==> config.mk <==
export PLATFORM = sky130hd
export DESIGN_NAME = cdc_src_arbiter
export DESIGN_NICKNAME = d
export VERILOG_FILES = /design/src/rtl/cdc_src_arbiter.sv
export SDC_FILE = /design/constraint.sdc
export NUM_CORES = 1
export LEC_CHECK = 0
export CORE_MARGIN = 1.5
export CORE_UTILIZATION = 35
export DETAILED_ROUTE_END_ITERATION = 16
export DONT_BUFFER_PORTS = 1
export MAX_ROUTING_LAYER = met4
export PLACE_DENSITY_LB_ADDON = 0.05
export SYNTH_ARGS = -nofsm -noshare
export SYNTH_HDL_FRONTEND = slang
export SYNTH_SLANG_ARGS = --single-unit
export TNS_END_PERCENT = 10
==> constraint.sdc <==
create_clock -name clk_i -period 3.3 [get_ports clk_i]
set_clock_uncertainty 0.2 [all_clocks]
set_input_delay 0.66 -clock clk_i [delete_from_list [all_inputs] [get_ports clk_i]]
set_output_delay 0.66 -clock clk_i [all_outputs]
set_load 0.1 [all_outputs]
==> src/rtl/cdc_src_arbiter.sv <==
// cdc_src_arbiter
// ----------------------------------------------------------------------------
// Source-domain scheduler that shares one two-phase (toggle) req/ack CDC
// crossing among NUM_REQ local requesters. Valid/ready requesters are
// round-robin arbitrated. The winner's {ID, payload} is registered onto the
// async bus and async_req_o is toggled. No further grant is issued until the
// synchronized acknowledge toggle comes back.
//
// Optional feature (compile-time macro CDC_SRC_ARB_TIMEOUT_EN):
//   Adds a sticky watchdog flag timeout_o. It is raised after TIMEOUT_CYCLES
//   clk_i cycles spent waiting for an acknowledge. The FSM keeps waiting
//   afterwards; the toggle protocol is never abandoned.
//
// Ports:
//   clk_i         source-domain clock
//   rst_ni        asynchronous active-low reset
//   req_valid_i   per-requester valid
//   req_data_i    packed payloads, requester k at [k*DATA_WIDTH +: DATA_WIDTH]
//   req_ready_o   one-hot accept (combinational)
//   async_req_o   request toggle to the destination domain
//   async_data_o  {grant ID, payload}, stable while a crossing is outstanding
//   async_ack_i   acknowledge toggle from the destination domain
//   busy_o        crossing outstanding
//   grant_id_o    ID of the most recently granted requester
//   timeout_o     sticky watchdog flag (only with CDC_SRC_ARB_TIMEOUT_EN)
//
// State table:
//   IDLE     | arbitrating; a grant is issued whenever any valid is high
//   WAIT_ACK | crossing outstanding; waiting for the ack toggle to return
// ----------------------------------------------------------------------------
module cdc_src_arbiter #(
   parameter int NUM_REQ        = 4,
   parameter int DATA_WIDTH     = 32,
   parameter int SYNC_STAGES    = 2,
   parameter int TIMEOUT_CYCLES = 1024,
   localparam int IDW           = (NUM_REQ > 1) ? $clog2(NUM_REQ) : 1
) (
   input  logic                          clk_i,
   input  logic                          rst_ni,
   input  logic [NUM_REQ-1:0]            req_valid_i,
   input  logic [NUM_REQ*DATA_WIDTH-1:0] req_data_i,
   output logic [NUM_REQ-1:0]            req_ready_o,
   output logic                          async_req_o,
   output logic [IDW+DATA_WIDTH-1:0]     async_data_o,
   input  logic                          async_ack_i,
   output logic                          busy_o,
   output logic [IDW-1:0]                grant_id_o
`ifdef CDC_SRC_ARB_TIMEOUT_EN
   ,
   output logic                          timeout_o
`endif
);

   if (NUM_REQ < 1 || SYNC_STAGES < 2 || TIMEOUT_CYCLES < 1) begin : g_bad_params
      $error("cdc_src_arbiter: illegal parameter value");
   end

   typedef enum logic {
      IDLE     = 1'b0,
      WAIT_ACK = 1'b1
   } state_e;

   state_e                 state_q, state_d;
   logic [IDW-1:0]         rr_ptr_q;
   logic [IDW-1:0]         ptr_nxt;
   logic [IDW-1:0]         win_id;
   logic [DATA_WIDTH-1:0]  win_data;
   logic                   found;
   logic                   any_valid;
   logic                   xfer;
   int                     cand;

   logic [SYNC_STAGES-1:0] ack_sync_q;
   logic                   ack_s;
   logic                   ack_prev_q;
   logic                   ack_evt;

   // ------------------------------------------------------------------------
   // Acknowledge synchronizer and toggle-edge detect
   // ------------------------------------------------------------------------
   always_ff @(posedge clk_i or negedge rst_ni) begin
      if (!rst_ni) begin
         ack_sync_q <= '0;
         ack_prev_q <= 1'b0;
      end else begin
         ack_sync_q <= {ack_sync_q[SYNC_STAGES-2:0], async_ack_i};
         ack_prev_q <= ack_s;
      end
   end

   assign ack_s   = ack_sync_q[SYNC_STAGES-1];
   assign ack_evt = ack_s ^ ack_prev_q;

   // ------------------------------------------------------------------------
   // Round-robin arbiter: first valid at or above the pointer, with wrap
   // ------------------------------------------------------------------------
   always_comb begin
      win_id = '0;
      found  = 1'b0;
      cand   = 0;
      for (int i = 0; i < NUM_REQ; i++) begin
         cand = int'(rr_ptr_q) + i;
         if (cand >= NUM_REQ) begin
            cand = cand - NUM_REQ;
         end
         if (!found && req_valid_i[IDW'(cand)]) begin
            found  = 1'b1;
            win_id = IDW'(cand);
         end
      end
   end

   always_comb begin
      win_data = '0;
      for (int k = 0; k < NUM_REQ; k++) begin
         if (win_id == IDW'(k)) begin
            win_data = req_data_i[k*DATA_WIDTH +: DATA_WIDTH];
         end
      end
   end

   assign any_valid = |req_valid_i;
   assign ptr_nxt   = (win_id == IDW'(NUM_REQ - 1)) ? '0 : win_id + IDW'(1);

   // A transfer happens whenever IDLE sees any valid: ready is always raised
   // on the winner, which is by construction valid.
   assign xfer = (state_q == IDLE) && any_valid;

   // Ready is gated by rst_ni so it reads zero while reset is held even if
   // requesters keep their valids high.
   always_comb begin
      req_ready_o = '0;
      if (rst_ni && xfer) begin
         req_ready_o = NUM_REQ'(1) << win_id;
      end
   end

   // ------------------------------------------------------------------------
   // FSM
   // ------------------------------------------------------------------------
   always_ff @(posedge clk_i or negedge rst_ni) begin
      if (!rst_ni) begin
         state_q <= IDLE;
      end else begin
         state_q <= state_d;
      end
   end

   // An ack toggle seen in IDLE is a stray and is deliberately ignored.
   always_comb begin
      state_d = state_q;
      case (state_q)
         IDLE: begin
            if (any_valid) begin
               state_d = WAIT_ACK;
            end
         end
         WAIT_ACK: begin
            if (ack_evt) begin
               state_d = IDLE;
            end
         end
         default: state_d = IDLE;
      endcase
   end

   assign busy_o = (state_q == WAIT_ACK);

   // ------------------------------------------------------------------------
   // Async bus and grant bookkeeping. async_data_o only moves on the same edge
   // that toggles async_req_o, so the destination sees settled data.
   // ------------------------------------------------------------------------
   always_ff @(posedge clk_i or negedge rst_ni) begin
      if (!rst_ni) begin
         async_req_o  <= 1'b0;
         async_data_o <= '0;
         grant_id_o   <= '0;
         rr_ptr_q     <= '0;
      end else if (xfer) begin
         async_req_o  <= ~async_req_o;
         async_data_o <= {win_id, win_data};
         grant_id_o   <= win_id;
         rr_ptr_q     <= ptr_nxt;
      end
   end

`ifdef CDC_SRC_ARB_TIMEOUT_EN
   // ------------------------------------------------------------------------
   // Watchdog: counts WAIT_ACK cycles from entry and saturates at the limit.
   // The flag rises on the edge where the count reaches TIMEOUT_CYCLES.
   // ------------------------------------------------------------------------
   localparam int TCW = $clog2(TIMEOUT_CYCLES + 1);

   logic [TCW-1:0] wd_cnt_q;

   always_ff @(posedge clk_i or negedge rst_ni) begin
      if (!rst_ni) begin
         wd_cnt_q  <= '0;
         timeout_o <= 1'b0;
      end else begin
         if (xfer) begin
            wd_cnt_q <= '0;
         end else if (state_q == WAIT_ACK && wd_cnt_q != TCW'(TIMEOUT_CYCLES)) begin
            wd_cnt_q <= wd_cnt_q + TCW'(1);
         end
         if (state_q == WAIT_ACK && wd_cnt_q == TCW'(TIMEOUT_CYCLES - 1)) begin
            timeout_o <= 1'b1;
         end
      end
   end
`endif

endmodule

# Word level (Yosys, flattened, before mapping)
# Index checks and enable logic that the tools add are counted.
[op_classes]
n_addsub = 8
order_cmp = 8
eq_ne = 3
shift = 1
mux = 32
bitwise_logic = 3
reduce_logical = 10
[op_table]
columns = ["op", "count"]
rows = [
  ["two-way mux 32 bit", 4],
  ["two-way mux 2 bit", 9],
  ["< comparator 2 x 4 -> 1 bit, second input constant", 4],
  ["two-way mux 1 bit", 13],
  ["greater-or-equal comparator 3 bit, second input constant", 3],
  ["binary-select mux 1 bit (select 2 bit)", 4],
  ["subtractor 2 x 1 -> 2 bit, second input constant", 4],
  ["adder 2 x 2 -> 3 bit, second input constant", 2],
  ["logical AND 1 bit", 5],
  ["== test 2 bit, second input constant", 2],
  ["two-way mux 4 bit", 1],
  ["OR reduction 4 bit", 1],
  ["left shift 1 x 2 -> 4 bit, first input constant", 1],
  ["adder 2 x 1 -> 3 bit, second input constant", 1],
  ["greater-or-equal comparator 2 x 3 -> 1 bit, second input constant", 1],
  ["logical NOT 1 bit", 3],
  ["adder 2 x 1 -> 2 bit, second input constant", 1],
  ["== test 2 x 1 -> 1 bit, second input constant", 1],
  ["logical NOT 2 bit", 1],
  ["NOT 1 bit", 2],
  ["one-hot mux 1 bit (2 select lines)", 1],
  ["XOR 1 bit", 1],
]
[totals]
regBits = 43
inputBits = 135
out_inout_bits = 42

# Depth between registers and ports, before layout
# Gate-level depths: netlist (run 1).
[depth]
word_depth = 20
ltp_mapped = 9

# Worst setup path before layout (run 1)
# No wires, ideal clock.
[synth_timing]
kind = "input port to output port"
from = "input port req_valid_i[3]"
to = "output port req_ready_o[3]"
arrival_ns = 2.409
required_ns = 2.440
setup_slack_ns = 0.031
path_stages = 7
path_buffers = 2
cell_sequence = "nand4b_1 > o21ai_0 > nor3_1 > ha_1 > clkbuf_1 > clkbuf_1 > and3_2"
[synth_via]
elab_chain_cells = 15
word_cells_on_any_way = 30
cone_classes = "shift: 1; mux: 20; reduce/logical: 9"
[synth_lines]
columns = ["item", "line", "rtl"]
rows = [
  ["start: declaration", "40", "input logic [NUM_REQ-1:0] req_valid_i,"],
  ["binary-select mux 1 bit (select 2 bit)", "106", "if (!found && req_valid_i[IDW'(cand)]) begin"],
  ["two-way mux 1 bit (not written as such) (2 in a row)", "106", ""],
  ["two-way mux 1 bit", "106", ""],
  ["logical NOT 1 bit", "106", ""],
  ["logical AND 1 bit", "106", ""],
  ["two-way mux 1 bit", "106", ""],
  ["logical NOT 1 bit", "106", ""],
  ["logical AND 1 bit", "106", ""],
  ["two-way mux 1 bit", "106", ""],
  ["logical NOT 1 bit", "106", ""],
  ["logical AND 1 bit", "106", ""],
  ["two-way mux 2 bit *", "106", ""],
  ["via win_id[1]", "66", "logic [IDW-1:0] win_id;"],
  ["left shift 1 x 2 -> 4 bit *", "134", "req_ready_o = NUM_REQ'(1) << win_id;"],
  ["two-way mux 4 bit *", "133", "if (rst_ni && xfer) begin"],
  ["end: declaration", "42", "output logic [NUM_REQ-1:0] req_ready_o,"],
]
# Mark *: on every way through the listed nets, which the timed path passes. The rest lies on a longest branch. The select of a mux whose other input is x is not followed.

# Final worst setup path (run 1)
[layout_timing]
from = "register rr_ptr_q[1]"
to = "output port req_ready_o[1]"
[layout_via]
elab_chain_cells = 17
word_cells_on_any_way = 42
cone_classes = "add/sub: 7; order compare: 4; shift: 1; mux: 24; reduce/logical: 6"
[layout_lines]
columns = ["item", "line", "rtl"]
rows = [
  ["start: declaration", "64", "logic [IDW-1:0] rr_ptr_q;"],
  ["start signal: assignment", "183", "rr_ptr_q <= ptr_nxt;"],
  ["parallel branches: the longest is 14 deep, another holds adder 2 x 1 -> 3 bit", "n/a", ""],
  ["two-way mux 2 bit *", "106", ""],
  ["via win_id[0]", "66", ""],
  ["left shift 1 x 2 -> 4 bit *", "134", ""],
  ["two-way mux 4 bit *", "133", ""],
]
# Mark *: on every way through the listed nets, which the timed path passes. The select of a mux whose other input is x is not followed.

==> results of run 1 <==
[synth_stat cells (2+ instances only)]
master | instances | area, µm²
buf_6 | 6 | 67.6
nand3b_1 | 32 | 240
dfrtp_1 | 41 | 1030
a221o_1 | 32 | 320
buf_4 | 3 | 22.5
nor2_1 | 2 | 7.51
o41ai_1 | 2 | 17.5
o21ai_0 | 3 | 15.0
xnor2_1 | 2 | 17.5
buf_2 | 7 | 35.0
ha_1 | 4 | 50.1
a21oi_1 | 33 | 165
and3_2 | 4 | 30.0
nor3_1 | 2 | 10.0
or3_1 | 2 | 12.5
inv_1 | 33 | 124
nand2_1 | 4 | 15.0
clkbuf_1 | 21 | 78.8
a2bb2oi_1 | 32 | 280
a211oi_1 | 32 | 240
[timing repair]
item	in CTS	in global routing
resized for setup	0	0
hold buffers	1	0
hold endpoints to repair	41	0
[worst max-delay path, delay by kind of cell, from the launching register on]
kind / cells / cell delay (ps)
adders and majority gates: 1 / 270
buffers and inverters: 1 / 180
DFF: 1 / 450
AOI/OAI and AO/OA: 1 / 220
and+or+nand+nor: 3 / 690
[sequential cells by signal (all words and copies together), names as in the netlist]
name	cells
async_data_o	34
busy_o	1
ack_sync_q	2
async_req_o	1
rr_ptr_q	2
ack_prev_q	1
[cell type report]
| class | instances | area [µm²] | share of cell area [%] |
|---|---|---|---|
| Multi-Input combinational cell | 198 | 1540 | 49.5 |
| Tap cell | 102 | 128 | 4.09 |
| Clock inverter | 3 | 65.1 | 2.09 |
| Timing Repair Buffer | 13 | 160 | 5.13 |
| Sequential cell | 41 | 1030 | 33.0 |
| Inverter | 33 | 124 | 3.97 |
| Clock buffer | 5 | 68.8 | 2.21 |
[routing by layer]
metal | routed length [µm] | global-route usage, % | up-vias
met5 | 0 | - | -
li1 | - | - | 1156
met1 | 3860 | 25.5 | 1178
met4 | 93 | 4.85 | 0
met3 | 570 | 4.21 | 8
met2 | 3870 | 30.1 | 117
[metrics by stage]
stage | hold WS (ps) | util [%] | cells
2_1_floorplan | 131 | - | 310
3_3_place_gp | 136 | 37.8 | 386
3_5_place_dp | 138 | 37.8 | 386
4_1_cts | 5.99 | 39.7 | 395
5_1_grt | 8.60 | 39.7 | 395
6_report | 2.72 | 39.7 | 395
[worst paths after layout]
kind | startpoint | end | slack [ps] | cells past startpoint
setup / recovery | rr_ptr_q[1] | req_ready_o[1] | 340 | 6
hold / removal | rst_ni | async_req_o | 3 | 1
setup reg to reg | rr_ptr_q[1] | async_data_o[18] | 670 | 8
hold reg to reg | ack_sync_q[0] | ack_sync_q[1] | 150 | 0
max in group asynchronous | rst_ni | async_data_o[30] | 2680 | 1
min in group clk_i | ack_sync_q[0] | ack_sync_q[1] | 150 | 0
[logic make-up (layout without fill, tap and decap cells)]
group | after synthesis | in the layout | synth area share, %
AOI/OAI and AO/OA | 138 | 138 | 37.0
buffers and inverters | 71 | 54 | 11.5
and+or+nand+nor | 53 | 53 | 13.2
DFF | 41 | 41 | 35.5
adders and majority gates | 4 | 4 | 1.73
xor gates and xnor gates | 2 | 2 | 0.605
muxes | 1 | 1 | 0.519
==> metrics.yaml, run 1 <==
cts:
  ctsLongestPathBuffers: 2
  h-tree-depth: 2
  post-cts-setup-buffer-count: 0
  worstSkewPairLatency_ps: 290
  numCtsBuffers: 5
  cts_sinks: 41
  clkTransAtPathRegs_ps: 80
  cts_root_buffer: "clkbuf_8"
  cts_tree: "built"
logic_synthesis:
  postSynthCellCount: 310
  async_reset_ff_share_pct: 100
  syn_area_um2: 2890
  avgSynthCellArea_um2: 9.34
  ys_seq_area_share_pct: 35.5
  ys_types: 33
  synth_fp_nets: 449
  synth_edf_count: 0
  ys_ff_latch: 41
  ys_warn_count: 0
  synthFlopType: "dfrtp_1"
placed_design:
  dpl_worst_slack_ps: 498
  placed_cell_area_um2: 2970
  gp_congestion: 0.782
  io_buffer_count: 0
  dp_hpwl_um: 5600
detailed_routing:
  avgViaCountPerCell: 6.23
  drc_errors: 0
  drt-initial-drc-count: 112
  routed_wirelength_um: 8400
  vias: 2459
  detail-route-antenna-nets: 0
  wl_per_cell_um: 21.3
  drt_pass1_iterations: 6
outcome:
  status: "finished clean"
worst_setup_path:
  crit_path_top_delay_cell: "dfrtp_1"
  crit_type: "register to primary output"
  crit_chain: "nor2b_1 > o21a_1 > nor3_1 > ha_2 > and3_2 > buf_12"
  slowest_delay_ps: 450
  required_ps: 2440
  end_kind: "primary output"
  cp_max_fo: 7
  start_kind: "register"
  cp.arrival_ps: 2100
final_layout:
  mostFrequentLayoutCells: "dfrtp_1 (38), a21oi_1 (33), inv_1 (33)"
  drive_above_1_share_pct: 11.9
  final_area_um2: 3120
  area_delta_synth_final_pct: 7.78
  antenna_cells: 0
  final_common_cell: "dfrtp_1"
  fill_cells: 803
  nNetsFinal: 431
timing:
  fmax_mhz: 338
  finalCritPeriodShare_pct: 89.6
  slew_headroom_pct: 35.9
  rsz0062_at_grt: "no"
  worst_slack_ps: 342
  maxSlewViolCount: 0
  hold_violations: 0
  tns_ps: 0
  worst_slew_pin_slew_ps: 961
  finalCriticalPeriod_ps: 2960
  setup_viol: 0
global_routing:
  grt_usage_pct: 19.3
  antenna_found_initial: 0
  grt_pass1_wl_um: 12800
  grt_pass1_vias: 2392
  grt_max_degree: 65
  grt_overflow: 0
floorplanning:
  fp-row-count: 32
  fp.dieW_um: 93.9
  initial_core_util_pct: 36.9
  num_io_pins: 177
  coreArea_um2: 7850
  die_area_um2: 8820
  die_h_um: 93.9
flow_run:
  cap_violations: 0
hold_path:
  min_path_type: "primary input to async pin"
Power of run 1 is left out: the tool's default activity adds up to more than one toggle a clock period on the data nets, which glitch-free logic cannot reach.
==> run 2, diff against run 1 <==
- CAP_MARGIN: unset -> 20
- CORE_MARGIN: 1.5 -> 2
==> metrics.yaml, run 2 (same netlist as run 1, synthesis figures left out) <==
global_routing:
  antenna_found_initial: 0  # unchanged
  use_met3_pct: 5.27  # was 4.21%
  grt_pass1_vias: 2433  # was 2392
  grt_usage_pct: 19.7  # was 19.3%
  busiest_layer: "met2"  # unchanged
  grt_max_degree: 65  # unchanged
  grt_pass1_wl_um: 13300  # was 12800 µm
  met1_usage_pct: 26.1  # was 25.5%
  grt_util_met2_pct: 30.0  # was 30.1%
  grt_overflow: 0  # unchanged
cts:
  numCtsBuffers: 5  # unchanged
  cts_root_buffer: "clkbuf_8"  # unchanged
  clkTransAtPathRegs_ps: 90  # was 80 ps
  worstSkewPairLatency_ps: 300  # was 290 ps
  h-tree-depth: 2  # unchanged
  cts_tree: "built"  # unchanged
  cts_sinks: 41  # unchanged
  ctsLongestPathBuffers: 2  # unchanged
detailed_routing:
  drt-initial-drc-count: 79  # was 112
  routed_wirelength_um: 8790  # was 8400 µm
  detail-route-antenna-nets: 0  # unchanged
  avgViaCountPerCell: 6.27  # was 6.23
  drc_errors: 0  # unchanged
  vias: 2503  # was 2459
  drt_pass1_iterations: 4  # was 6
  wl_per_cell_um: 22.0  # was 21.3 µm
final_layout:
  drive_above_1_share_pct: 11.9  # about the same
  final_common_cell: "dfrtp_1"  # unchanged
  antenna_cells: 0  # unchanged
  area_delta_synth_final_pct: 8.39  # was 7.78%
  nNetsFinal: 432  # was 431
  mostFrequentLayoutCells: "dfrtp_1 (38), a21oi_1 (33), inv_1 (33)"  # unchanged
  postLayoutCoreUtil_pct: 38.6  # was 39.7%
  regMostFlops: "async_data_o"  # unchanged
  top_regs: "async_data_o: 34 flops, ack_sync_q: 2 flops, rr_ptr_q: 2 flops"  # unchanged
  largest_register_ffs: 34  # unchanged
  fill_cells: 838  # was 803
placed_design:
  dp_hpwl_um: 5690  # was 5600 µm
  io_buffer_count: 0  # unchanged
  gp_congestion: 0.723  # was 0.782
hold_path:
  min_path_type: "register to register"  # was primary input to async pin
timing:
  rsz0062_at_grt: "no"  # unchanged
  maxSlewViolCount: 0  # unchanged
  setup_viol: 0  # unchanged
  worst_slew_pin_slew_ps: 974  # was 961 ps
  finalCriticalPeriod_ps: 3110  # was 2960 ps
  hold_violations: 0  # unchanged
  slew_headroom_pct: 34.9  # was 35.9%
  fmax_mhz: 321  # was 338 MHz
  finalCritPeriodShare_pct: 94.3  # was 89.6%
  tns_ps: 0  # unchanged
floorplanning:
  die_area_um2: 9010  # was 8820 µm²
  initial_core_util_pct: 35.6  # was 36.9%
  coreArea_um2: 8130  # was 7850 µm²
  fp.dieW_um: 94.9  # was 93.9 µm
  die_h_um: 94.9  # was 93.9 µm
  fp-row-count: 33  # was 32
  num_io_pins: 177  # unchanged
worst_setup_path:
  slowest_delay_ps: 460  # was 450 ps
  crit_type: "register to primary output"  # unchanged
  required_ps: 2440  # about the same
  end_kind: "primary output"  # unchanged
  cp_max_fo: 17  # was 7
  start_kind: "register"  # unchanged
  crit_path_top_delay_cell: "dfrtp_1"  # unchanged
  cp.arrival_ps: 2250  # was 2100 ps
  crit_chain: "nor2b_1 > o21a_1 > nor3_1 > ha_4 > and3_2 > buf_12"  # was nor2b_1 > o21a_1 > nor3_1 > ha_2 > and3_2 > buf_12
outcome:
  status: "finished clean"  # unchanged
flow_run:
  cap_violations: 0  # unchanged
-- run 2: metrics by stage --
stage,cells,setup WS [ps],cell area (µm²),hold slack (ps)
after floorplan,310,31.1,2890,131
after global placement,389,417,2970,138
after detailed placement,389,354,2970,136
after CTS,399,113,3130,158
after global routing,399,51.4,3140,161
final,399,188,3140,156
-- run 2: timing repair --
| action | 4_1_cts | 5_1_grt |
|---|---|---|
| hold endpoints to repair | 41 | 0 |
| setup buffers | 0 | 0 |
| resized for setup | 0 | 1 |
| setup endpoints to repair | 0 | 1 |
| hold buffers | 2 | 0 |
-- run 2: final cells by class --
| type | instances | area (µm²) | share of cell area (%) |
|---|---|---|---|
| multi-input cells | 198 | 1550 | 49.5 |
| flip-flops and latches | 41 | 1030 | 32.8 |
| repair buffers | 14 | 178 | 5.66 |
| well taps | 105 | 131 | 4.19 |
| inverters | 33 | 124 | 3.95 |
| clock buffers | 6 | 82.6 | 2.63 |
| clock inverters | 2 | 37.5 | 1.20 |
-- run 2: worst max-delay path: cells and delay by family (launching register included) --
family | cells | cell delay, ps
DFF | 1 | 460
and+or+nand+nor | 3 | 780
buffers and inverters | 1 | 180
AOI/OAI and AO/OA | 1 | 210
adders and majority gates | 1 | 320
-- run 2: layer usage --
layer | vias to the layer above | wire length [µm]
li1 | 1154 | -
met1 | 1239 | 3970
met2 | 103 | 4050
met3 | 7 | 678
met4 | 0 | 82
met5 | - | 0
-- run 2: worst paths after layout --
| check | startpoint | slack, ps | end | depth (start not counted) |
|---|---|---|---|---|
| worst min register to register | ack_sync_q[0] | 160 | ack_sync_q[1] | 0 |
| max in group asynchronous | rst_ni | 2020 | async_data_o[4] | 2 |
| worst max-delay path | rr_ptr_q[1] | 190 | req_ready_o[1] | 6 |
| worst min-delay path | ack_sync_q[0] | 160 | ack_sync_q[1] | 0 |
| min in group asynchronous | rst_ni | 650 | ack_sync_q[0] | 2 |
| worst max register to register | rr_ptr_q[1] | 530 | async_data_o[9] | 8 |
Power of run 2 is left out for the same reason.
